--- src/rtl/ex_muldiv_if.sv ---
`default_nettype none
// ============================================================================
// Module   : ex_muldiv_if
// Purpose  : EX-stage <-> multiply/divide unit handshake and operand bundle.
// Revision : 1.0 - initial release
// ============================================================================
interface ex_muldiv_if #(
    parameter int DATA_W = 32
);
    logic                  start_i;
    logic                  annul_i;
    logic [2:0]            op_i;
    logic [DATA_W-1:0]     opdata1_i;
    logic [DATA_W-1:0]     opdata2_i;
    logic [DATA_W-1:0]     hi_i;
    logic [DATA_W-1:0]     lo_i;
    logic [2*DATA_W-1:0]   result_o;
    logic                  ready_o;
    logic                  busy_o;
    logic                  stallreq_o;

    modport master (
        output start_i, annul_i, op_i, opdata1_i, opdata2_i, hi_i, lo_i,
        input  result_o, ready_o, busy_o, stallreq_o
    );

    modport slave (
        input  start_i, annul_i, op_i, opdata1_i, opdata2_i, hi_i, lo_i,
        output result_o, ready_o, busy_o, stallreq_o
    );
endinterface
`default_nettype wire

--- src/rtl/ex_muldiv.sv ---
`default_nettype none
// ============================================================================
// Module   : ex_muldiv
// Purpose  : Multi-cycle MULT/MULTU/DIV/DIVU unit producing {HI,LO}; define
//            MULDIV_MADD_EN to enable the MADD/MADDU/MSUB/MSUBU accumulate ops.
// Revision : 1.0 - initial release
// ============================================================================
module ex_muldiv #(
    parameter int DATA_W  = 32,
    parameter int MUL_LAT = 2
) (
    input  wire logic  clk,
    input  wire logic  rst,
    ex_muldiv_if.slave bus
);
    localparam int c_CNT_MAX = (DATA_W > MUL_LAT) ? DATA_W : MUL_LAT;
    localparam int c_CNT_W   = $clog2(c_CNT_MAX + 1);
`ifdef MULDIV_MADD_EN
    localparam logic c_MADD_EN = 1'b1;
`else
    localparam logic c_MADD_EN = 1'b0;
`endif

    typedef enum logic [2:0] {
        S_IDLE     = 3'd0,
        S_MUL      = 3'd1,
        S_DIV_ZERO = 3'd2,
        S_DIV      = 3'd3,
        S_DONE     = 3'd4,
        S_ACC      = 3'd5
    } state_t;

    state_t                r_state;
    state_t                w_state_next;
    logic [2:0]            r_op;
    logic [DATA_W-1:0]     r_a;
    logic [DATA_W-1:0]     r_b;
    logic [DATA_W-1:0]     r_rem;
    logic [DATA_W-1:0]     r_quo;
    logic [c_CNT_W-1:0]    r_cnt;
    logic [2*DATA_W-1:0]   r_result;
    logic [2*DATA_W-1:0]   w_acc;

    function automatic logic [DATA_W-1:0] f_abs(input logic [DATA_W-1:0] v, input logic sgn);
        return (sgn && v[DATA_W-1]) ? -v : v;
    endfunction

    // Signed ops have op[0]=0; magnitudes feed both the multiplier and divider.
    logic                  w_sgn;
    logic [DATA_W-1:0]     w_mag_a;
    logic [DATA_W-1:0]     w_mag_b;
    logic [2*DATA_W-1:0]   w_umul;
    logic [2*DATA_W-1:0]   w_prod;
    logic                  w_neg_q;
    logic                  w_neg_r;
    logic [DATA_W:0]       w_shift;
    logic                  w_fits;
    logic [DATA_W-1:0]     w_rem_sub;
    logic [DATA_W-1:0]     w_quo_s;
    logic [DATA_W-1:0]     w_rem_s;
    logic                  w_illegal;
    logic                  w_mul_last;
    logic                  w_div_last;
    logic                  w_busy;
    logic                  w_accept;
    logic                  w_abort;

    assign w_sgn      = ~r_op[0];
    assign w_mag_a    = f_abs(r_a, w_sgn);
    assign w_mag_b    = f_abs(r_b, w_sgn);
    assign w_umul     = {{DATA_W{1'b0}}, w_mag_a} * {{DATA_W{1'b0}}, w_mag_b};
    assign w_neg_q    = w_sgn & (r_a[DATA_W-1] ^ r_b[DATA_W-1]);
    assign w_neg_r    = w_sgn & r_a[DATA_W-1];
    assign w_prod     = w_neg_q ? -w_umul : w_umul;

    // Restoring step: shift in the next dividend bit, subtract if it fits.
    assign w_shift    = {r_rem, r_quo[DATA_W-1]};
    assign w_fits     = w_shift[DATA_W] | (w_shift[DATA_W-1:0] >= w_mag_b);
    assign w_rem_sub  = w_shift[DATA_W-1:0] - w_mag_b;
    assign w_quo_s    = w_neg_q ? -r_quo : r_quo;
    assign w_rem_s    = w_neg_r ? -r_rem : r_rem;

    assign w_illegal  = r_op[2] & ~c_MADD_EN;
    assign w_mul_last = (r_cnt == c_CNT_W'(MUL_LAT - 1));
    assign w_div_last = (r_cnt == c_CNT_W'(DATA_W));

    assign w_busy     = (r_state == S_MUL) || (r_state == S_DIV_ZERO) ||
                        (r_state == S_DIV) || (r_state == S_ACC);
    assign w_accept   = (r_state == S_IDLE) && bus.start_i && !bus.annul_i;
    assign w_abort    = w_busy && (bus.annul_i || !bus.start_i);

    always_ff @(posedge clk) begin
        if (rst) r_state <= S_IDLE;
        else     r_state <= w_state_next;
    end

    always_comb begin
        w_state_next = r_state;
        case (r_state)
            S_IDLE: begin
                if (w_accept) begin
                    if (bus.op_i[2])
                        w_state_next = c_MADD_EN ? S_MUL : S_DIV_ZERO;
                    else if (bus.op_i[1])
                        w_state_next = (bus.opdata2_i == '0) ? S_DIV_ZERO : S_DIV;
                    else
                        w_state_next = S_MUL;
                end
            end
            S_MUL: begin
                if (w_abort)         w_state_next = S_IDLE;
                else if (w_mul_last) w_state_next = r_op[2] ? S_ACC : S_DONE;
            end
            S_ACC, S_DIV_ZERO: begin
                w_state_next = w_abort ? S_IDLE : S_DONE;
            end
            S_DIV: begin
                if (w_abort)         w_state_next = S_IDLE;
                else if (w_div_last) w_state_next = S_DONE;
            end
            S_DONE: begin
                if (!bus.start_i || bus.annul_i) w_state_next = S_IDLE;
            end
            default: w_state_next = S_IDLE;
        endcase
    end

`ifdef MULDIV_MADD_EN
    logic [2*DATA_W-1:0] r_acc;

    always_ff @(posedge clk) begin
        if (rst)           r_acc <= '0;
        else if (w_accept) r_acc <= {bus.hi_i, bus.lo_i};
    end

    assign w_acc = r_acc;
`else
    assign w_acc = '0;
`endif

    always_ff @(posedge clk) begin
        if (rst) begin
            r_op     <= '0;
            r_a      <= '0;
            r_b      <= '0;
            r_rem    <= '0;
            r_quo    <= '0;
            r_cnt    <= '0;
            r_result <= '0;
        end else if (w_accept) begin
            r_op  <= bus.op_i;
            r_a   <= bus.opdata1_i;
            r_b   <= bus.opdata2_i;
            r_cnt <= '0;
            r_rem <= '0;
            r_quo <= f_abs(bus.opdata1_i, ~bus.op_i[0]);
        end else if (w_abort) begin
            r_result <= '0;
        end else begin
            case (r_state)
                S_MUL: begin
                    r_cnt <= r_cnt + c_CNT_W'(1);
                    if (w_mul_last) r_result <= w_prod;
                end
                S_ACC: begin
                    r_result <= r_op[1] ? (w_acc - w_prod) : (w_acc + w_prod);
                end
                // Illegal ops share this one-cycle slot but complete with zero.
                S_DIV_ZERO: begin
                    r_result <= w_illegal ? '0 : {r_a, {DATA_W{1'b1}}};
                end
                S_DIV: begin
                    if (w_div_last) begin
                        r_result <= {w_rem_s, w_quo_s};
                    end else begin
                        r_cnt <= r_cnt + c_CNT_W'(1);
                        r_rem <= w_fits ? w_rem_sub : w_shift[DATA_W-1:0];
                        r_quo <= {r_quo[DATA_W-2:0], w_fits};
                    end
                end
                default: ;
            endcase
        end
    end

    assign bus.result_o   = r_result;
    assign bus.ready_o    = (r_state == S_DONE);
    assign bus.busy_o     = w_busy;
    assign bus.stallreq_o = bus.start_i & ~bus.ready_o;

endmodule
`default_nettype wire

--- src/flat_wrapper.sv ---
// flat-port wrapper written by rule: the top's interface ports become plain ports
module ex_muldiv_flat 
#(
    parameter int DATA_W  = 32,
    parameter int MUL_LAT = 2
)
  (clk, rst, bus_start_i, bus_annul_i, bus_op_i, bus_opdata1_i, bus_opdata2_i, bus_hi_i, bus_lo_i, bus_result_o, bus_ready_o, bus_busy_o, bus_stallreq_o);
  ex_muldiv_if #(.DATA_W(DATA_W)) bus_i ();
  input  wire logic clk;
  input  wire logic rst;
  input wire logic [$bits(bus_i.start_i)-1:0] bus_start_i;
  input wire logic [$bits(bus_i.annul_i)-1:0] bus_annul_i;
  input wire logic [$bits(bus_i.op_i)-1:0] bus_op_i;
  input wire logic [$bits(bus_i.opdata1_i)-1:0] bus_opdata1_i;
  input wire logic [$bits(bus_i.opdata2_i)-1:0] bus_opdata2_i;
  input wire logic [$bits(bus_i.hi_i)-1:0] bus_hi_i;
  input wire logic [$bits(bus_i.lo_i)-1:0] bus_lo_i;
  output wire logic [$bits(bus_i.result_o)-1:0] bus_result_o;
  output wire logic [$bits(bus_i.ready_o)-1:0] bus_ready_o;
  output wire logic [$bits(bus_i.busy_o)-1:0] bus_busy_o;
  output wire logic [$bits(bus_i.stallreq_o)-1:0] bus_stallreq_o;
  assign bus_i.start_i = bus_start_i;
  assign bus_i.annul_i = bus_annul_i;
  assign bus_i.op_i = bus_op_i;
  assign bus_i.opdata1_i = bus_opdata1_i;
  assign bus_i.opdata2_i = bus_opdata2_i;
  assign bus_i.hi_i = bus_hi_i;
  assign bus_i.lo_i = bus_lo_i;
  assign bus_result_o = bus_i.result_o;
  assign bus_ready_o = bus_i.ready_o;
  assign bus_busy_o = bus_i.busy_o;
  assign bus_stallreq_o = bus_i.stallreq_o;
  ex_muldiv #(.DATA_W(DATA_W), .MUL_LAT(MUL_LAT)) u_core (.clk(clk), .rst(rst), .bus(bus_i));
endmodule
--- config.mk ---
export PLATFORM = sky130hd
export DESIGN_NAME = ex_muldiv_flat
export DESIGN_NICKNAME = d
export VERILOG_FILES = /design/src/rtl/ex_muldiv_if.sv /design/src/rtl/ex_muldiv.sv /design/src/flat_wrapper.sv
export SDC_FILE = /design/constraint.sdc
export NUM_CORES = 2
export LEC_CHECK = 0
export ABC_AREA = 0
export BUFFER_PORTS_ARGS = -buffer_cell sky130_fd_sc_hd__buf_4
export CAP_MARGIN = 25
export CORE_ASPECT_RATIO = 1.5
export CORE_MARGIN = 3
export CORE_UTILIZATION = 40
export DETAILED_ROUTE_END_ITERATION = 8
export GPL_TIMING_DRIVEN = 0
export PLACE_DENSITY_LB_ADDON = 0.1
export SYNTH_ARGS = -nofsm -noshare
export SYNTH_HDL_FRONTEND = slang
export SYNTH_SLANG_ARGS = --single-unit
--- constraint.sdc ---
create_clock -name clk -period 11.8 [get_ports clk]
set_input_delay 0 -clock clk [delete_from_list [all_inputs] [get_ports clk]]
set_output_delay 0 -clock clk [all_outputs]
set_load 0.1 [all_outputs]
==> reports/metrics.cfg <==
[yosys]
async_flop_share=0
syn_inst=6412
syn_nets=7749
yosys_register_bits=204
syn-cell-area_mm2=0.0504
yosysSeqAreaShare=0.0810
netlist-cell-type-count=103
synth_area_leaders=fa_1, dfxtp_1, ha_1, inv_1, nor2_1
synth_warnings=0
synth_top_area_frac=0.356
synthFlopType=dfxtp_1
syn-mean-instance-area_um2=7.87
synth_edf_count=0
synth_area_leader_cell=fa_1

[grt]
grt_pass1_wl_um=350000
use_met1=0.397
grt_max_degree=17
antenna_found_initial=7
busiest_layer=met2
first_global_vias=50502
grt.met2_usage=0.643
grtUsageMet3=0.0571
grt.total_usage=0.377
grt-ovfl-total=0

[cells_and_area]
fin_area_mm2=0.0628
drive_gt1_frac=0.178
layout.nets=8286
synthToLayoutAreaGrowth_pct=24.4

[drt]
wl_um=248000
antenna_left=0
first_pass_iters=9
via_per_inst=5.77
via_count=49487
drc=0
wire_per_inst_um=28.9
drt_iter0_markers=3940

[sta]
hold_viol=0
finalSetupViolCount=2
whs_ps=53.1
fin_ws_ps=-55.1
rsz0062_at_grt=true
maxSlewHeadroom=0.255
post-route-min-period_ps=11860
finClkSkew_ps=35.2
max_slew.worst_pin.slew_ps=1110
report.final.slew_viol_count=0
period_share=1.00
fmax_ghz=0.0844
tns_ps=-110

[clocking]
htreeDepth=1
tritoncts=built
clock_sinks=204
root_buffer=clkbuf_16
clock_latency_ps=570
cts_max_path_buffers=3
numCtsBuffers=19
path_clk_slew_ps=90

[floorplanning]
dieArea_mm2=0.130
chipWidth_um=296
start_util=0.403
row_count=159
core-area_mm2=0.125
ioPinCount=202
chipHeight_um=441

[min_path]
hold_path_class=in2reg

[run]
cap_violations=0

[run_status]
status=finished, violations left
violations=negative setup slack

[critical_path]
cp.arrival_ps=12340
crit_type=reg2reg
crit_required_ps=12290
cp_slowest_cell=fa_1
path_buf_inv=10
cp_top_family=adder cells
slowest_delay_ps=710
critPathMostFrequentCell=fa_1
worstSetupEndpointType=flop
cp_max_fo=10
start_kind=flop

[place]
post-place-ws_ps=-4080
place_hpwl_um=208000
placed_area_mm2=0.0545
io_buffer_count=137
place_congestion=1.05

[power]
power_density_mw_per_mm2=104
p_leak_nw=27.9
max-vdd-ir-drop_mv=0.144

placed cells by master (no fill, tap or decap), types with 49 or more instances in the layout:
| master | instances |
|---|---|
| nor2_1 | 876 |
| inv_1 | 942 |
| a21oi_1 | 325 |
| o21ai_0 | 188 |
| xnor2_1 | 138 |
| buf_4 | 403 |
| ha_1 | 280 |
| xor2_1 | 87 |
| dfxtp_1 | 182 |
| clkbuf_1 | 150 |
| nand2_1 | 825 |
| nand3_1 | 49 |
| dlygate4sd3_1 | 68 |
| nor3_1 | 100 |
| fa_1 | 857 |
timing repair:
item / 4_1_cts / 5_1_grt
resized for setup: 774 / 370
pin swaps: 146 / 169
cloned: 0 / 3
buffers inserted: 191 / 94
endpoints found under the hold margin: 100 / 0
setup endpoints to repair: 52 / 32
hold buffers: 68 / 0
per-layer routing:
metal | routed length, um | vias up | share of wire
met1 | 82800 | 24712 | 0.33
met2 | 118000 | 2360 | 0.48
met5 | 13 | - | 0.000052
li1 | - | 21527 | -
met3 | 16800 | 886 | 0.068
met4 | 30200 | 2 | 0.12
power by group:
group | leakage [nW] | switching, mW | internal, mW
clock network | 0.307 | 0.320 | 0.344
registers | 1.67 | 0.0640 | 0.712
logic | 25.9 | 3.16 | 1.91
path summary, 6_finish.rpt:
check,endpoint,from,slack [ps],depth (start not counted)
worst min register to register,u_core.bus.result_o[49]$_SDFFE_PP0P_,u_core.bus.result_o[49]$_SDFFE_PP0P_,450,2
worst max register to register,u_core.bus.result_o[62]$_SDFFE_PP0P_,u_core.r_b[0]$_SDFFE_PP0P_,-60,44
worst max-delay path,u_core.bus.result_o[62]$_SDFFE_PP0P_,u_core.r_b[0]$_SDFFE_PP0P_,-60,44
worst min-delay path,u_core.r_state[0]$_SDFFE_PP0P_,bus_start_i,50,5
layout make-up:
type | instances | area [um^2]
fill | 12198 | 62400
multi-input combinational | 4871 | 44700
timing repair buffer | 551 | 5000
sequential | 204 | 4140
inverter | 975 | 3770
buffer | 327 | 2460
tap | 1610 | 2010
clock buffer | 24 | 524
clock inverter | 10 | 95.1
antenna | 8 | 20.0
metrics by stage:
step | total power, mW | cells | util
after floorplan | 3.16 | 6412 | -
final | 6.52 | 8580 | 0.501
after global placement | 4.58 | 8159 | 0.428
after global routing | 6.80 | 8579 | 0.501
after detailed placement | 4.64 | 8217 | 0.436
after CTS | 5.93 | 8483 | 0.484
flip-flops by register name, indices dropped and copies added, names as in the netlist:
signal,cells
u_core.bus.result_o,64
u_core.r_a,32
u_core.r_b,32
u_core.r_cnt,6
u_core.r_op,3
u_core.r_quo,32
u_core.r_rem,32
u_core.r_state,3
cells in the mapped netlist, types with 17 or more instances:
cell,n
xnor2_1,192
and2_1,23
a21o_1,49
nor2b_1,22
a211oi_1,56
o21a_1,17
a21boi_0,19
inv_1,963
ha_1,305
or3_1,25
nand2b_1,31
o22ai_1,36
nor2_1,927
o21ai_0,232
xor2_1,135
or2_2,21
nor3_1,122
or4_1,18
and3_1,30
nor4_1,51
clkbuf_1,333
nand2_1,842
nand3_1,53
dfxtp_1,204
o31ai_1,39
a311oi_1,18
a31oi_1,41
nand4_1,37
a21oi_1,359
fa_1,897
cells by family after synthesis:
| group | after synthesis | synth area share |
|---|---|---|
| compound gates | 1057 | 0.132 |
| xor+xnor | 328 | 0.0571 |
| fa+ha+maj | 1202 | 0.432 |
| buf+inv | 1337 | 0.100 |
| flops | 204 | 0.0810 |
| mux | 19 | 0.00384 |
| simple gates | 2265 | 0.194 |
worst reg2reg max path, delay by kind of cell (launching register included):
kind / cells / cell delay (ps)
adders and majority gates: 10 / 4760
AOI/OAI and AO/OA: 12 / 2640
and+or+nand+nor: 10 / 2250
buffers and inverters: 10 / 1380
xor gates and xnor gates: 2 / 440
DFF: 1 / 340
(Power assumes the default switching activity.)
